### src/rtl/pipe_ctrl.sv
// pipe_ctrl: hazard and sequencing controller for the 5-stage integer core.
// Drives hold/flush/load controls of pc_reg, if_id and id_ex. It resolves
// ex-stage jumps, load-use stalls, multi-cycle ex ops with a watchdog, and a
// debug halt. It also keeps stall and flush performance counters.
module pipe_ctrl #(
    parameter int MC_TIMEOUT = 64,
    parameter int CNT_W      = 32
) (
    input  logic              clk,
    input  logic              rst,
    input  logic              jump_req_i,
    input  logic [31:0]       jump_addr_i,
    input  logic              mc_start_i,
    input  logic              mc_done_i,
    input  logic              ld_use_i,
    input  logic              ext_halt_i,
    output logic              pc_hold_o,
    output logic              pc_load_o,
    output logic [31:0]       pc_load_addr_o,
    output logic              if_id_hold_o,
    output logic              if_id_flush_o,
    output logic              id_ex_hold_o,
    output logic              id_ex_flush_o,
    output logic              halted_o,
    output logic              mc_timeout_o,
    output logic [CNT_W-1:0]  stall_cnt_o,
    output logic [CNT_W-1:0]  flush_cnt_o
);

    typedef enum logic [1:0] {
        RUN     = 2'd0,
        MC_WAIT = 2'd1,
        HALT    = 2'd2
    } state_t;

    // Watchdog is 16 bits wide because MC_TIMEOUT is at most 65535.
    localparam logic [15:0] TIMEOUT_VAL = 16'(MC_TIMEOUT);

    state_t            state_q, state_d;
    logic [15:0]       wdog_q, wdog_d;
    logic              halted_q, halted_d;
    logic [CNT_W-1:0]  stall_cnt_q, stall_cnt_d;
    logic [CNT_W-1:0]  flush_cnt_q, flush_cnt_d;

    // Combinational decode of pipeline controls and next state; all outputs are
    // forced low while rst is high so downstream registers see no action.
    always_comb begin
        state_d        = state_q;
        wdog_d         = wdog_q;
        pc_hold_o      = 1'b0;
        pc_load_o      = 1'b0;
        pc_load_addr_o = 32'd0;
        if_id_hold_o   = 1'b0;
        if_id_flush_o  = 1'b0;
        id_ex_hold_o   = 1'b0;
        id_ex_flush_o  = 1'b0;
        mc_timeout_o   = 1'b0;
        if (!rst) begin
            pc_load_addr_o = jump_addr_i;
            unique case (state_q)
                RUN: begin
                    if (jump_req_i) begin
                        // Taken jump squashes the two younger instructions.
                        pc_load_o     = 1'b1;
                        if_id_flush_o = 1'b1;
                        id_ex_flush_o = 1'b1;
                    end else if (mc_start_i) begin
                        // A same-cycle completion needs no freeze at all.
                        if (!mc_done_i) begin
                            pc_hold_o    = 1'b1;
                            if_id_hold_o = 1'b1;
                            id_ex_hold_o = 1'b1;
                            state_d      = MC_WAIT;
                            wdog_d       = 16'd1;
                        end
                    end else if (ld_use_i) begin
                        // Freeze fetch/decode and push one bubble into ex.
                        pc_hold_o     = 1'b1;
                        if_id_hold_o  = 1'b1;
                        id_ex_flush_o = 1'b1;
                    end else if (ext_halt_i) begin
                        state_d = HALT;
                    end
                end
                MC_WAIT: begin
                    if (mc_done_i) begin
                        state_d = RUN;
                        wdog_d  = 16'd0;
                    end else if (wdog_q == TIMEOUT_VAL) begin
                        // Watchdog release: let the pipe advance regardless.
                        mc_timeout_o = 1'b1;
                        state_d      = RUN;
                        wdog_d       = 16'd0;
                    end else begin
                        pc_hold_o    = 1'b1;
                        if_id_hold_o = 1'b1;
                        id_ex_hold_o = 1'b1;
                        wdog_d       = wdog_q + 16'd1;
                    end
                end
                HALT: begin
                    // id_ex keeps receiving bubbles, so no jump can resolve.
                    pc_hold_o     = 1'b1;
                    if_id_hold_o  = 1'b1;
                    id_ex_flush_o = 1'b1;
                    if (!ext_halt_i) begin
                        state_d = RUN;
                    end
                end
                default: begin
                    state_d = RUN;
                    wdog_d  = 16'd0;
                end
            endcase
        end
    end

    // Next values of the registered status and wrapping performance counters.
    always_comb begin
        halted_d    = (state_d == HALT);
        stall_cnt_d = stall_cnt_q + {{(CNT_W-1){1'b0}}, pc_hold_o};
        flush_cnt_d = flush_cnt_q + {{(CNT_W-1){1'b0}}, pc_load_o};
    end

    // State, watchdog, halted flag and counters; synchronous reset to RUN.
    always_ff @(posedge clk) begin
        if (rst) begin
            state_q     <= RUN;
            wdog_q      <= 16'd0;
            halted_q    <= 1'b0;
            stall_cnt_q <= '0;
            flush_cnt_q <= '0;
        end else begin
            state_q     <= state_d;
            wdog_q      <= wdog_d;
            halted_q    <= halted_d;
            stall_cnt_q <= stall_cnt_d;
            flush_cnt_q <= flush_cnt_d;
        end
    end

    assign halted_o    = halted_q;
    assign stall_cnt_o = stall_cnt_q;
    assign flush_cnt_o = flush_cnt_q;

endmodule

### config.mk
export PLATFORM = sky130hd
export DESIGN_NAME = pipe_ctrl
export DESIGN_NICKNAME = d
export VERILOG_FILES = /design/src/rtl/pipe_ctrl.sv
export SDC_FILE = /design/constraint.sdc
export NUM_CORES = 1
export LEC_CHECK = 0
export CORE_UTILIZATION = 45
export CTS_BUF_LIST = sky130_fd_sc_hd__clkbuf_16
export DETAILED_ROUTE_END_ITERATION = 12
export PLACE_DENSITY = 0.8
export SYNTH_ARGS = -nofsm -noshare
export SYNTH_HDL_FRONTEND = slang
export SYNTH_SLANG_ARGS = --single-unit
export TNS_END_PERCENT = 100
### constraint.sdc
create_clock -name clk -period 3.25 [get_ports clk]
set_input_delay 0.65 -clock clk [delete_from_list [all_inputs] [get_ports clk]]
set_output_delay 0.65 -clock clk [all_outputs]
set_load 0.05 [all_outputs]
==> flow_summary_export.csv <==
group,metric,value,unit
sta,final.min_clock_period,2.94,ns
setup_path,cp-end-kind,"output port",
logic_synthesis,ys_warn_count,0,
clock_network,cts-root-buf,"clkbuf_16",
routing,via_count,3796,
clock_network,cts-buffers-inserted,9,
status,status,"completed",
finish,syn_to_final_growth,47.4,%
routing,routedWlPerCell,14.2,um
global_routing,grt_pass1_vias,3688,
finish,drive_gt1_frac,0.0734,
logic_synthesis,syn_inst,464,
finish,diodes,0,
sta,slew_viol_final,0,
clock_network,cts_sinks,83,
logic_synthesis,synth_fp_nets,509,
routing,drtAntennaViolNets,0,
clock_network,post_cts_resized,0,
floorplanning,pin_count,143,
logic_synthesis,synth_top_flop_cell,"dfxtp_1",
sta,fin_skew,0.00747,ns
routing,drc,0,
clock_network,cts_setup_buffers,0,
floorplanning,die-area,9250,um2
power_and_ir_drop,p_leak,2.16,nW
routing,totalWireLength,10.2,mm
setup_path,worstPathRequired,2.60,ns
sta,hold_viol_final,0,
setup_path,crit_arrival,2.29,ns
floorplanning,rows,33,
finish,most-common-layout-cells,"clkdlybuf4s50_1 (134), nor2_1 (85), dfxtp_1 (83), xor2_1 (54), nor2b_1 (37)",
setup_path,critPathSlowestCell,"clkdlybuf4s50_1",
power_and_ir_drop,p_per_area,396,nW/um2
logic_synthesis,ys_ff_latch,83,
sta,grt_setup_unrepaired,"false",
sta,slew_headroom,0.365,
logic_synthesis,synthArstFlopShare,0,
floorplanning,start_util,0.476,
finish,layout_commonest_cell,"clkdlybuf4s50_1",
global_routing,track_usage,0.233,
clock_network,cts_tree,"built",
sta,fin_tns_setup,0,ns
clock_network,hold_buffers,0,
global_routing,grt_first_pass_wirelength,16.8,mm
finish,nNetsFinal,653,
place,place_inst,702,
clock_network,h-tree-depth,3,
global_routing,grt_overflow,0,
logic_synthesis,yosysSeqAreaShare,0.416,
finish,final_util,0.702,
routing,drt_pass1_iterations,4,
clock_network,cts.clk_slew.worst_paths,0.06,ns
hold_path,hp-class,"reg -> reg",
setup_path,path_cells,"clkdlybuf4s50_1, buf_4, nor4b_4, or2b_1, a21oi_1, buf_12",
clock_network,clkLatencyLatePin,0.33,ns
logic_synthesis,synth_cell_types,46,
setup_path,path_class,"in -> out",
logic_synthesis,avgSynthCellArea,8.60,um2
place,port_buffers,142,
floorplanning,die_h,96.2,um
global_routing,grt_max_degree,79,
routing,via_per_inst,5.29,
sta,setup_viol,0,
finish,fin_cells,718,
clock_network,clockBufferDepth,2,
logic_synthesis,synth_edf_count,0,
place,place_hpwl,7.37,mm
setup_path,startpoint_type,"primary input",
place,gp_congestion,0.810,
floorplanning,die_w,96.2,um
power_and_ir_drop,peakVddDrop,221,uV
sta,max_freq,341,MHz
setup_path,crit_path_max_fanout,3,
setup_path,critPathMaxStageDelay,0.46,ns
floorplanning,coreArea,8380,um2
logic_synthesis,synth_area,3990,um2
run,max_cap_viol_count,0,
routing,drt_iter0_markers,184,
sta,tightestPinTransition,0.945,ns
sta,fin_crit_sh,0.903,
global_routing,antenna_found_initial,0,
## worst max-delay path: cells and delay by family
kind / cells / cell delay (ns)
compound gates: 1 / 0.27
buf+inv: 3 / 0.82
simple gates: 2 / 0.55
## logic make-up after synthesis
group / share of synthesized area
compound gates: 0.0464
simple gates: 0.345
xor+xnor: 0.147
buf+inv: 0.0267
fa+ha+maj: 0.0188
flops: 0.416
## layer usage
metal,global-route usage,share of wire,vias to the layer above,wire length (um)
met3,0.0521,0.055,14,555
li1,-,-,1873,-
met5,0,0,-,0
met2,0.405,0.50,143,5130
met4,0.0970,0.020,0,199
met1,0.275,0.42,1766,4290
## synthesized netlist by cell type, types with 2 or more instances
master / count / area share
a211oi_1: 2 / 0.0038
or2_2: 2 / 0.0031
dfxtp_1: 83 / 0.42
a31oi_1: 2 / 0.0031
a2111oi_0: 2 / 0.0044
nor2b_1: 37 / 0.058
nand2_1: 20 / 0.019
nand2b_1: 2 / 0.0031
o21ai_0: 3 / 0.0038
a21o_1: 2 / 0.0038
nand3_1: 34 / 0.043
nand4_1: 24 / 0.038
nor4_1: 5 / 0.0078
buf_4: 2 / 0.0038
and4_1: 7 / 0.015
nor4b_4: 2 / 0.012
nor3_1: 9 / 0.011
and3_1: 12 / 0.019
and2_1: 2 / 0.0031
xor2_1: 54 / 0.12
ha_1: 6 / 0.019
xnor2_1: 13 / 0.029
clkbuf_1: 17 / 0.016
nor2_1: 85 / 0.080
inv_1: 5 / 0.0047
nor4b_1: 3 / 0.0066
a21oi_1: 9 / 0.011
or3_1: 2 / 0.0031
## final cells by class
type                    count  area (um2)
flip-flops and latches     83        1660
clock inverters             7        76.3
multi-input cells         355        2240
repair buffers            154        1530
inverters                   5        18.8
well taps                 105         131
clock buffers               9         225
fillers                   654        2500
## worst paths after layout
| check | startpoint | depth (start not counted) | endpoint | slack, ns |
|---|---|---|---|---|
| worst max register to register | wdog_q[0] | 14 | stall_cnt_o[18] | 0.51 |
| worst min-delay path | flush_cnt_o[8] | 2 | flush_cnt_o[8] | 0.53 |
| worst max-delay path | jump_req_i | 6 | id_ex_hold_o | 0.31 |
| worst min register to register | flush_cnt_o[8] | 2 | flush_cnt_o[8] | 0.53 |
## state kept, by name, summed over array words and instances, names as in the netlist
name and cells:
halted_o 1, stall_cnt_o 32, wdog_q 16, state_q 2, flush_cnt_o 32
## metrics by stage
step / power, mW / hold slack [ns] / setup WS (ns) / cell area, um2
final: 2.33 / 0.527 / 0.315 / 5880
after global routing: 2.41 / 0.554 / 0.212 / 5880
after CTS: 2.35 / 0.531 / 0.310 / 5880
after detailed placement: 1.33 / 0.510 / 0.144 / 5580
after global placement: 1.33 / 0.494 / 0.216 / 5580
after floorplan: 1.21 / 0.485 / -0.00201 / 4010
## report_power, final
part / switching [mW] / internal (mW) / leakage (nW)
registers: 0.00605 / 1.02 / 0.669
clock network: 0.420 / 0.599 / 0.137
logic: 0.166 / 0.115 / 1.35
Note: power is estimated with default switching activity, not from simulation.
